<file path="config.mk">
export PLATFORM = sky130hd
export DESIGN_NAME = sysid_info_slave
export DESIGN_NICKNAME = d
export VERILOG_FILES = /design/src/rtl/sysid_info_slave.sv
export SDC_FILE = /design/constraint.sdc
export NUM_CORES = 1
export LEC_CHECK = 0
export ABC_CLOCK_PERIOD_IN_PS = 2950
export CAP_MARGIN = 20
export CORE_MARGIN = 5
export CORE_UTILIZATION = 40
export DETAILED_ROUTE_END_ITERATION = 16
export GPL_TIMING_DRIVEN = 1
export SYNTH_ARGS = -nofsm -noshare
export SYNTH_HDL_FRONTEND = slang
export SYNTH_SLANG_ARGS = --single-unit
</file>
<file path="constraint.sdc">
create_clock -name clock -period 2.95 [get_ports clock]
set_clock_uncertainty 0.2 [all_clocks]
set_input_delay 0.885 -clock clock [delete_from_list [all_inputs] [get_ports clock]]
set_output_delay 0.885 -clock clock [all_outputs]
set_load 0.01 [all_outputs]
</file>
<file path="src/rtl/sysid_info_slave.sv">
// System-ID / timestamp / uptime Avalon-MM slave with scratch registers.
// Zero wait states, fixed read latency of one cycle.
module sysid_info_slave #(
  parameter logic [31:0] SYSTEM_ID   = 32'd7,
  parameter logic [31:0] TIMESTAMP   = 32'h5284_E192,
  parameter int unsigned NUM_SCRATCH = 4
) (
  input  logic        clock,
  input  logic        reset_n,
  input  logic [3:0]  address,
  input  logic        read,
  input  logic        write,
  input  logic [31:0] writedata,
  input  logic [3:0]  byteenable,
  output logic [31:0] readdata,
  output logic        readdatavalid
);

  logic [63:0] r_counter;
  logic [31:0] r_snap;
  logic        r_en;
  logic [31:0] r_scratch [NUM_SCRATCH];
  logic [31:0] r_rdata;
  logic        r_rvalid;

  logic        w_ctrl_wr;
  logic        w_clr;
  logic        w_scr_hit;
  logic [31:0] w_rdata;

  assign w_ctrl_wr = write && (address == 4'd4) && byteenable[0];
  assign w_clr     = w_ctrl_wr && writedata[1];
  assign w_scr_hit = address[3] && ({29'd0, address[2:0]} < NUM_SCRATCH);

  always_comb begin
    w_rdata = '0;
    case (address)
      4'd0:    w_rdata = SYSTEM_ID;
      4'd1:    w_rdata = TIMESTAMP;
      4'd2:    w_rdata = r_counter[31:0];
      // High word comes from the snapshot so a LO-then-HI pair is coherent.
      4'd3:    w_rdata = r_snap;
      4'd4:    w_rdata = {31'd0, r_en};
      default: begin
        for (int i = 0; i < int'(NUM_SCRATCH); i++) begin
          if (w_scr_hit && (address[2:0] == 3'(i))) w_rdata = r_scratch[i];
        end
      end
    endcase
  end

  always_ff @(posedge clock or negedge reset_n) begin
    if (!reset_n) begin
      r_counter <= '0;
      r_snap    <= '0;
      r_en      <= 1'b1;
      r_rdata   <= '0;
      r_rvalid  <= 1'b0;
      for (int i = 0; i < int'(NUM_SCRATCH); i++) r_scratch[i] <= '0;
    end else begin
      r_rvalid <= read;
      if (read) r_rdata <= w_rdata;
      if (read && (address == 4'd2)) r_snap <= r_counter[63:32];

      if (w_clr)     r_counter <= '0;
      else if (r_en) r_counter <= r_counter + 64'd1;
      if (w_ctrl_wr) r_en <= writedata[0];

      for (int i = 0; i < int'(NUM_SCRATCH); i++) begin
        if (write && w_scr_hit && (address[2:0] == 3'(i))) begin
          for (int b = 0; b < 4; b++) begin
            if (byteenable[b]) r_scratch[i][8*b +: 8] <= writedata[8*b +: 8];
          end
        end
      end
    end
  end

  assign readdata      = r_rdata;
  assign readdatavalid = r_rvalid;

endmodule

</file>
==> flow_summary_export.csv, run 1 <==
group,metric,value,unit
grt,grt_first_pass_wirelength,54200,µm
clock_network,clock-root-buffer,"clkbuf_16",
logic_synthesis,synth.yosys.seq_area_share,53.6,%
clock_network,numCtsBuffers,28,
timing,setup_viols_final,0,
clock_network,tritoncts_clock_tree,"built",
critical_path,standard_cell_with_the_maximum_stage_delay_on_the_critical_path,"clkdlybuf4s50_1",
critical_path,r2r_end,"r_counter[60]",
logic_synthesis,synth_area_leader_cell,"dfrtp_1",
routing,detail_route.vias_per_cell,5.74,
final_layout,final_cell_count_no_fill,1602,
floorplan,floorplan.die_area,33700,µm²
logic_synthesis,cell_count_after_synthesis,1043,
critical_path,cp-end-kind,"register",
routing,num_vias,9203,
logic_synthesis,yosys.area.top_type_share,53.4,%
final_layout,antenna_cells_inserted,0,
routing,ant_nets,0,
critical_path,reg2reg_slack,0.24,ns
place,pre_cts_setup_slack,-0.445,ns
clock_network,cts.hold.buffers_added,0,
routing,firstDrtPassIters,5,
floorplan,fp.dieW,184,µm
routing,routed_length_per_placed_instance,21.1,µm
critical_path,critical_path.cell_chain,"clkdlybuf4s50_1 -> or3b_4 -> o41a_1 -> nor4_1 -> or4b_1 -> a21oi_1",
place,dp.cells,1551,
critical_path,ff2ff_path_depth,5,
clock_network,worst_setup_hold_path_clk_slew,0.06,ns
timing,grt_setup_unrepaired,"false",
logic_synthesis,synth_top_flop_cell,"dfrtp_1",
clock_network,worst_case_clock_buffer_depth,3,
logic_synthesis,synth_warnings,0,
critical_path,timing.critical_path.required,3.21,ns
floorplan,core.rowCount,63,
floorplan,number_of_primary_i_o_pins,77,
clock_network,htree_num_levels,1,
min_path,holdCritPathClass,"in -> async",
critical_path,worstPathMaxFanout,3,
critical_path,critPathLaunchType,"primary input",
grt,track_usage,20.1,%
timing,timing.final.max_slew_violations,0,
critical_path,rr_startpoint,"r_counter[41]",
routing,first_iter_violations,639,
power_and_ir_drop,p_leak,0.00631,µW
timing,finalHoldWorstSlack,0.113,ns
clock_network,cts_sinks,258,
timing,tns,0,ns
timing,fmax,0.351,GHz
logic_synthesis,ys_seq_elements,258,
timing,post-route-worst-setup-slack,0.104,ns
final_layout,fin_nets,1236,
final_layout,layout.cells.most_common,"dfrtp_1",
grt,first_global_vias,9361,
logic_synthesis,synth_top_cells_by_area,"dfrtp_1, mux2_2, nor2_1, a21oi_1, a22oi_1",
clock_network,worst_skew_pair.late_latency,0.54,ns
critical_path,crit_path_max_incr_delay,0.47,ns
logic_synthesis,syn-num-nets,1088,
job,cap_violations,0,
logic_synthesis,ys_async_sr_fraction,100,%
logic_synthesis,post_synthesis_average_cell_area,11.6,µm²
final_layout,layout-area-overhead-vs-synth,24.0,%
logic_synthesis,synth-edff-count,0,
timing,worst_slew_margin_rel,53.4,%
power_and_ir_drop,vdd_ir_drop_max,0.471,mV
floorplan,initial_core_util,40.5,%
clock_network,cts_post_setup_buffers_inserted,0,
critical_path,arrival,3.10,ns
timing,worst_margin_slew,0.699,ns
clock_network,cts_repair_resize_count,0,
logic_synthesis,yosys.cell_types.count,51,
final_layout,fillerInstances,2626,
routing,drt_wl_total,33700,µm
timing,timing.final.hold_violations,0,
place,dpl.hpwl,24000,µm
critical_path,timing.setup.critical_path_class,"in -> reg",
routing,post-route-drc-count,0,
grt,grt_start_max_net_pins,65,
final_layout,layout-drive-gt1-share,26.3,%
grt,antenna_found_initial,0,
place,placement.io_buffers,76,
timing,timing.final.crit_share,96.5,%
outcome,status,"finished, final reports clean",
floorplan,die_height,184,µm
timing,period_minus_slack,2.85,ns
logic_synthesis,mappedNetlistArea,12100,µm²
final_layout,mostFrequentLayoutCells,"dfrtp_1, mux2_2, buf_4",
grt,globalRouteOverflowTotal,0,
floorplan,total_core_area,29700,µm²
power_and_ir_drop,power.density_cell_area,657,nW/µm²
place,routabilityCongestion,0.868,
[report_power, final]
part	internal (µW)	switching, µW	leakage, µW	total, µW
logic	806	654	0.00255	1460
clock network	2270	1420	0.000482	3690
registers	4170	501	0.00328	4670
total	7250	2570	0.00631	9820
[area by class of cell]
| class | count | area (µm²) | share of cell area, % |
|---|---|---|---|
| clock buffers | 41 | 821 | 5.49 |
| clock inverters | 10 | 154 | 1.03 |
| inverters | 17 | 63.8 | 0.427 |
| multi-input cells | 711 | 5330 | 35.7 |
| flip-flops and latches | 258 | 6460 | 43.2 |
| well taps | 390 | 488 | 3.27 |
| repair buffers | 175 | 1630 | 10.9 |
[worst max-delay path, delay by kind of cell]
family                 cells  cell delay, ns
AOI/OAI and AO/OA          2            0.59
buffers and inverters      1            0.47
and+or+nand+nor            3            1.16
[sequential cells by signal, indices dropped and copies added, names as in the netlist]
| signal | cells |
|---|---|
| r_counter | 64 |
| r_en | 1 |
| r_scratch | 128 |
| r_snap | 32 |
| readdata | 32 |
| readdatavalid | 1 |
[worst max path at each step]
stage	from	to	slack, ns	cells past startpoint
finish	address[2]	r_counter[54]	0.10	6
global route	address[2]	r_counter[41]	0.01	8
CTS	address[2]	r_counter[54]	0.12	6
detailed placement	address[2]	r_counter[54]	-0.45	6
global placement	address[2]	r_counter[54]	-0.45	6
floorplan	address[2]	r_counter[49]	0.03	6
[through the flow]
step	utilization, %	instance area (µm²)	total power (µW)
global route	50.3	14900	10300
CTS	50.3	14900	9910
detailed placement	47.0	14000	6200
floorplan	-	12100	5470
global placement	47.0	14000	6140
finish	50.3	14900	9820
[logic make-up after synthesis]
| family | synth area share [%] |
|---|---|
| muxes | 16.9 |
| DFF | 53.6 |
| adders and majority gates | 0.104 |
| and+or+nand+nor | 11.9 |
| xor gates and xnor gates | 2.25 |
| AOI/OAI and AO/OA | 12.9 |
| buffers and inverters | 2.36 |
[cells in the mapped netlist, types with 15 or more instances]
cell type,n
o31ai_1,27
a311oi_1,15
o21ai_0,32
nand4_1,26
nor2_1,71
a22oi_1,30
mux2i_1,15
nand2_1,54
a221oi_1,22
xnor2_1,17
a21oi_1,49
mux2_2,159
a21o_1,15
or4_1,22
dfrtp_1,257
clkbuf_1,48
inv_1,16
nand3_1,30
[layer usage]
metal	vias to the layer above	wire length, µm	global-route usage (%)	part of all wire [%]
met3	53	1740	2.41	5.2
met5	-	0	0	0
li1	4227	-	-	-
met1	4659	15300	29.0	46
met2	264	15700	32.5	47
met4	0	938	5.24	2.8
(Power assumes the default switching activity.)
==> run 2: changes to the inputs <==
CORE_UTILIZATION = 55   (was 40)
PLACE_DENSITY = 0.75   (was not set)
==> flow_summary_export.csv, run 2 (synthesis results as in run 1) <==
group,metric,value,unit
critical_path,worstPathBufferInverterCount,1,
grt,grt_start_max_net_pins,71,
floorplan,die_height,158,µm
grt,grt_first_pass_wirelength,53300,µm
floorplan,fp.dieW,158,µm
place,dpl.hpwl,23200,µm
timing,period_minus_slack,2.84,ns
grt,globalRouteOverflowTotal,0,
critical_path,standard_cell_with_the_maximum_stage_delay_on_the_critical_path,"clkdlybuf4s50_1",
clock_network,numCtsBuffers,27,
final_layout,mostFrequentLayoutCells,"dfrtp_1, mux2_2, buf_4",
place,post_dp_cell_area,13800,µm²
grt,first_global_vias,9686,
grt,antenna_found_initial,0,
critical_path,crit_path_max_incr_delay,0.47,ns
floorplan,initial_core_util,55.6,%
floorplan,total_core_area,21700,µm²
routing,drt_wl_total,32600,µm
final_layout,layout-area-overhead-vs-synth,22.2,%
final_layout,max_flop_register,"r_scratch",
power_and_ir_drop,power.density_cell_area,663,nW/µm²
critical_path,cp-end-kind,"register",
routing,post-route-drc-count,0,
routing,first_iter_violations,827,
clock_network,htree_num_levels,1,
final_layout,top_regs,"r_scratch (128), r_counter (64)",
clock_network,cts_post_setup_buffers_inserted,0,
clock_network,worst_setup_hold_path_clk_slew,0.07,ns
clock_network,cts.hold.buffers_added,0,
place,placement.io_buffers,76,
final_layout,largest_register_ffs,128,
clock_network,cts_repair_resize_count,0,
critical_path,critPathLaunchType,"primary input",
routing,ant_nets,0,
floorplan,core.rowCount,54,
power_and_ir_drop,p_leak,0.00627,µW
place,routabilityCongestion,0.952,
timing,tns,0,ns
critical_path,critical_path.cell_chain,"clkdlybuf4s50_1 -> or3b_4 -> o41a_1 -> nor4_2 -> or4b_1 -> a21oi_1",
final_layout,finalInstanceArea,14700,µm²
final_layout,utilization,67.9,%
timing,timing.final.crit_share,96.2,%
clock_network,clock-root-buffer,"clkbuf_16",
power_and_ir_drop,vdd_ir_drop_max,0.537,mV
timing,finalHoldWorstSlack,0.0930,ns
timing,fmax,0.352,GHz
timing,grt_setup_unrepaired,"false",
routing,firstDrtPassIters,5,
clock_network,tritoncts_clock_tree,"built",
clock_network,worst_skew_pair.late_latency,0.54,ns
floorplan,floorplan.die_area,25000,µm²
outcome,status,"finished, final reports clean",
critical_path,critical-path-top-delay-family,"simple AND/OR/NAND/NOR gates",
routing,detail_route.vias_per_cell,6.35,
timing,worst_margin_slew,0.606,ns
critical_path,arrival,3.10,ns
min_path,holdCritPathClass,"in -> async",
critical_path,timing.critical_path.required,3.21,ns
final_layout,layout.cells.most_common,"dfrtp_1",
job,cap_violations,0,
grt,track_usage,26.8,%
floorplan,number_of_primary_i_o_pins,77,
timing,worst_slew_margin_rel,59.6,%
final_layout,fillerInstances,1615,
routing,routed_length_per_placed_instance,21.9,µm
timing,timing.final.max_slew_violations,0,
timing,timing.final.hold_violations,0,
routing,num_vias,9445,
timing,setup_viols_final,0,
critical_path,timing.setup.critical_path_class,"in -> reg",
final_layout,antenna_cells_inserted,0,
clock_network,cts_sinks,258,
clock_network,worst_case_clock_buffer_depth,3,
critical_path,worstPathMaxFanout,3,
final_layout,fin_nets,1235,
final_layout,layout-drive-gt1-share,26.4,%
==> run 2: cell count changes in the layout (fill, tap and decap cells not counted), sizes merged <==
| cell | previous run | this run |
|---|---|---|
| inv | 16 | 20 |
| clkinv | 7 | 3 |
| bufinv | 4 | 5 |
| clkinvlp | 0 | 2 |
| clkbuf | 41 | 34 |
==> run 2: area by class of cell <==
type | instances | area (µm²) | area share [%]
Timing Repair Buffer | 175 | 1570 | 10.6
Tap cell | 280 | 350 | 2.38
Sequential cell | 258 | 6460 | 43.9
Clock inverter | 13 | 213 | 1.44
Inverter | 17 | 63.8 | 0.433
Clock buffer | 34 | 732 | 4.97
Multi-Input combinational cell | 711 | 5340 | 36.3
==> run 2: worst paths after layout <==
path | endpoint | slack, ns | startpoint | cells after the start
min in group clock | readdata[19] | 0.28 | readdata[19] | 1
hold reg to reg | readdata[19] | 0.28 | readdata[19] | 1
setup reg to reg | r_counter[60] | 0.19 | r_counter[42] | 5
hold / removal | r_snap[20] | 0.09 | reset_n | 1
max in group asynchronous | r_scratch[52] | 1.65 | reset_n | 2
setup / recovery | r_counter[54] | 0.11 | address[2] | 6
==> run 2: through the flow <==
step                      cells  worst slack, ns  power, µW
after floorplan            1043           0.0310       5470
after global placement     1441           -0.406       6080
after detailed placement   1441           -0.436       6160
after CTS                  1488            0.110       9800
after global routing       1488          0.00131      10200
final                      1488            0.113       9750
==> run 2: per-layer routing <==
metal	global-route usage [%]	vias to the layer above	routed length (µm)
met4	9.06	0	1170
met5	0	-	0
met2	43.9	356	15800
li1	-	4233	-
met3	3.88	77	1940
met1	37.0	4779	13700
==> run 2: power by group <==
part / switching [µW] / internal (µW)
clock network: 1420 / 2200
logic: 645 / 789
registers: 524 / 4170
total: 2590 / 7160
==> run 3: changes to the inputs <==
CORE_MARGIN = 2   (was 5)
CORE_UTILIZATION = 49   (was 55)
DONT_BUFFER_PORTS = 1   (was not set)
PLACE_DENSITY = not set   (was 0.75)
==> flow_summary_export.csv, run 3 (synthesis results as in run 1) <==
group,metric,value,unit
critical_path,cp-end-kind,"register",
timing,tns,0,ns
final_layout,final_cell_count_no_fill,1421,
timing,worst_margin_slew,0.712,ns
timing,finalHoldWorstSlack,-0.161,ns
clock_network,numCtsBuffers,29,
timing,timing.final.hold_violations,257,
timing,worst_slew_margin_rel,52.6,%
final_layout,layout-drive-gt1-share,25.3,%
clock_network,worst_setup_hold_path_clk_slew,0.06,ns
power_and_ir_drop,vdd_ir_drop_max,0.467,mV
floorplan,number_of_primary_i_o_pins,77,
routing,first_iter_violations,729,
clock_network,worst_case_clock_buffer_depth,3,
timing,timing.final.crit_share,91.3,%
clock_network,worst_skew_pair.late_latency,0.54,ns
floorplan,floorplan.die_area,25900,µm²
place,pre_cts_setup_slack,0.0210,ns
critical_path,critPathLaunchType,"register",
critical_path,arrival,2.95,ns
routing,firstDrtPassIters,6,
floorplan,core.rowCount,57,
final_layout,antenna_cells_inserted,0,
final_layout,mostFrequentLayoutCells,"dfrtp_1, mux2_2, nor2_1",
floorplan,initial_core_util,49.7,%
grt,grt_start_max_net_pins,259,
timing,period_minus_slack,2.69,ns
routing,routed_length_per_placed_instance,23.0,µm
place,dpl.hpwl,22100,µm
power_and_ir_drop,p_leak,0.00578,µW
final_layout,fin_nets,1123,
timing,fmax,0.371,GHz
timing,post-route-worst-setup-slack,0.256,ns
clock_network,clock-root-buffer,"clkbuf_16",
final_layout,top_regs,"r_scratch (128), r_counter (64)",
min_path,holdCritPathClass,"in -> async",
final_layout,layout.cells.most_common,"dfrtp_1",
clock_network,cts_repair_resize_count,0,
grt,track_usage,25.5,%
timing,setup_viols_final,0,
floorplan,die_height,161,µm
floorplan,fp.dieW,161,µm
job,cap_violations,0,
critical_path,timing.critical_path.required,3.21,ns
routing,drt_wl_total,32700,µm
floorplan,total_core_area,24200,µm²
timing,timing.final.max_slew_violations,0,
critical_path,worstPathMaxFanout,8,
critical_path,timing.setup.critical_path_class,"reg -> reg",
grt,grt_first_pass_wirelength,51700,µm
routing,ant_nets,0,
routing,post-route-drc-count,0,
routing,num_vias,8887,
critical_path,r2r_end,"r_counter[60]",
power_and_ir_drop,power.density_cell_area,687,nW/µm²
clock_network,cts_post_setup_buffers_inserted,0,
timing,grt_setup_unrepaired,"false",
grt,antenna_found_initial,0,
critical_path,ff2ff_path_depth,5,
clock_network,htree_num_levels,1,
clock_network,cts_sinks,258,
place,dp.cells,1371,
final_layout,max_flop_register,"r_scratch",
outcome,violations_in_the_final_reports,"hold timing",
critical_path,rr_startpoint,"r_counter[43]",
critical_path,reg2reg_slack,0.26,ns
routing,detail_route.vias_per_cell,6.25,
final_layout,layout-area-overhead-vs-synth,13.7,%
final_layout,largest_register_ffs,128,
place,placement.io_buffers,0,
clock_network,tritoncts_clock_tree,"built",
grt,first_global_vias,8812,
grt,globalRouteOverflowTotal,0,
outcome,status,"complete, but fails checks",
place,routabilityCongestion,0.889,
final_layout,utilization,56.5,%
run 3: changes by cell type in the layout (fill, tap and decap cells not counted), sizes merged:
cell           previous run  this run
buf                     101        61
clkinv                    3         4
clkdlybuf4s50            74         0
clkbuf                   34        45
bufinv                    5         2
inv                      20        16
clkinvlp                  2         0
run 3: report_power, final:
part / internal, µW / switching, µW
registers: 4170 / 547
clock network: 2170 / 1420
logic: 635 / 468
run 3: layout make-up:
class	instances	area (µm²)
clock buffer	45	866
clock inverter	5	75.1
fill	2120	10600
inverter	17	63.8
multi-input combinational	711	5330
sequential	258	6460
tap	324	405
timing repair buffer	61	495
run 3: worst max-delay path by stage:
stage / startpoint / endpoint / slack, ns / cells past startpoint
2_1_floorplan: address[2] / r_counter[49] / 0.03 / 6
3_3_place_gp: address[0] / r_counter[62] / 0.05 / 5
3_5_place_dp: address[0] / r_counter[54] / 0.02 / 5
4_1_cts: r_counter[43] / r_counter[60] / 0.25 / 5
5_1_grt: r_counter[43] / r_counter[56] / 0.09 / 5
6_report: r_counter[43] / r_counter[60] / 0.26 / 5
run 3: per-stage QoR:
| stage | power (µW) | instance area, µm² |
|---|---|---|
| final | 9410 | 13700 |
| after global routing | 9810 | 13700 |
| after CTS | 9460 | 13700 |
| after detailed placement | 5880 | 12800 |
| after global placement | 5820 | 12800 |
| after floorplan | 5470 | 12100 |
run 3: critical path: stages, from the launching register on:
cell,delay (ns)
dfrtp_1,0.48
nand4_4,0.19
or4_1,0.61
or3_1,0.46
or4_1,0.50
a21oi_1,0.16
run 3: per-layer routing:
layer,share of wire [%],vias to the layer above,GRT usage (%)
li1,-,3997,-
met4,3.0,0,7.87
met2,47,272,40.8
met3,6.3,65,5.27
met1,44,4553,35.3
met5,0,-,0
==> RTL change (flow settings as in run 3) <==
`NUM_SCRATCH`: 4 -> 2.
--- a/src/rtl/sysid_info_slave.sv
+++ b/src/rtl/sysid_info_slave.sv
@@ -4,5 +4,5 @@
   parameter logic [31:0] SYSTEM_ID   = 32'd7,
   parameter logic [31:0] TIMESTAMP   = 32'h5284_E192,
-  parameter int unsigned NUM_SCRATCH = 4
+  parameter int unsigned NUM_SCRATCH = 2
 ) (
   input  logic        clock,
Behaviour: not the same (Yosys sat finds a counterexample within 4 cycles, from zero or initial values and one cycle with reset_n low).
==> RTL change against run 3 <==
- the run still ends with negative hold slack left
- power is 25% lower
- via count fell by 18%
- area after synthesis is 20% lower
- sequential cell count shrank 64
- setup slack improved by 23 ps
- global-route usage increased by 3.1 points
- routed wire length decreased by 15%
- cell area is 23% lower
- critical path type unchanged
- highest routed layer unchanged
==> RTL change: results (changes against run 3) <==
crit_fanout: 6  # -2
r2r_end: "r_counter[48]$_DFFE_PN0P_"
leakage_nw: 4.43  # -23%
hold_viol: 82  # -68%
clk_latency_ps: 450  # -90 ps
num-fill-cells: 1705  # -20%
postSynthCellCount: 911  # -13%
nNetsFinal: 961  # -14%
grt_use_total_pct: 28.6  # +3.1 points
drive_gt1_share_pct: 19.7  # -5.6 points
grt_pass1_wl_um: 43800  # -15%
dpl_cell_area_mm2: 0.00999  # -22%
synth_compound_area_share_pct: 9.87  # -3.1 points
clkSlewWorstSetupHoldPaths_ps: 80  # +20 ps
muxShareOfSynthArea_pct: 14.5  # -2.4 points
status: "finished with violations"
cts_buffers: 17  # -41%
max-clock-path-buffers: 2  # -1
irDropWorstVdd_uv: 527  # +13%
viasPerCell: 6.12  # -2.2%
top_regs: "r_counter: 64 flops, r_scratch: 64 flops"
place_hpwl_um: 20300  # -8.1%
relSlewSlack_pct: 61.6  # +9.0 points
grt_max_degree: 195  # -25%
cpPeakStageDelay_ps: 540  # -70 ps
dr.pass1.iters: 5  # -1
ys_top_cells_by_count: "193 x dfrtp_1, 107 x nor2_1, 93 x mux2_2, 57 x a21oi_1, 53 x nand2_1"
totalWireLength_um: 27800  # -15%
htreeDepth: 4  # +3
gp_congestion: 0.931  # +4.7%
yosysSeqAreaShare_pct: 50.7  # -2.9 points
grt_pass1_vias: 7407  # -16%
violations: "negative hold slack"
synth_area_leaders: "dfrtp_1 50%, mux2_2 11%, nor2_1 4.2%"
place_ws_ps: 194  # +173 ps
synthAdderAreaFrac_pct: 0.131  # +0.027 points
synth_cell_types: 53  # +3.9%
worstReg2RegStart: "r_counter[0]$_DFFE_PN0P_"
layout.cells.non_filler: 1194  # -16%
reg2reg_depth: 6  # +1
slowest_stage: "nor4_4"
timing.hold.ws_ps: -79.9  # +81.1 ps
drt_iter0_markers: 572  # -22%
synth-xor-area-share_pct: 3.38  # +1.1 points
arrival_ps: 2840  # -110 ps
regToRegSetupSlack_ps: 280  # +20 ps
-- RTL change: worst max-delay path by stage --
stage / from / end / slack [ps]
6_report: r_counter[0]$_DFFE_PN0P_ / r_counter[48]$_DFFE_PN0P_ / 280
5_1_grt: r_counter[0]$_DFFE_PN0P_ / r_counter[46]$_DFFE_PN0P_ / 150
4_1_cts: r_counter[0]$_DFFE_PN0P_ / r_counter[48]$_DFFE_PN0P_ / 300
3_5_place_dp: address[2] / r_counter[60]$_DFFE_PN0P_ / 190
3_3_place_gp: address[2] / r_counter[56]$_DFFE_PN0P_ / 220
2_1_floorplan: address[2] / r_counter[56]$_DFFE_PN0P_ / 240
-- RTL change: worst reg2reg max path: stages, from the launching register on --
cell and delay [ps]:
dfrtp_1 440, ha_1 240, nand4_2 160, nor4_4 540, nand3_1 320, or4_1 530
a21oi_1 160
-- RTL change: cells by family after synthesis --
group           after synthesis
flops                       194
simple gates                322
buf+inv                      78
compound gates              152
fa+ha+maj                     1
xor+xnor                     37
mux                         127
-- RTL change: routing by layer --
metal  GRT usage, %  wire length [um]  vias to the layer above
met3           6.43              1690                       41
met1           40.4             12500                     3705
met4           7.89               573                        0
met2           44.6             13000                      225
li1               -                 -                     3333
met5              0                 0                        -
-- RTL change: power breakdown --
part,internal [mW],switching (mW)
combinational,0.513,0.504
clock,1.15,1.20
sequential,3.14,0.506
-- RTL change: area by class of cell --
cell class                 count  area [um^2]  share of cell area [%]
timing repair buffer          36          283                    2.67
tap                          265          332                    3.13
multi-input combinational    639         4410                    41.6
clock buffer                  18          429                    4.05
sequential                   194         4860                    45.8
inverter                      28          105                   0.992
clock inverter                14          176                    1.67
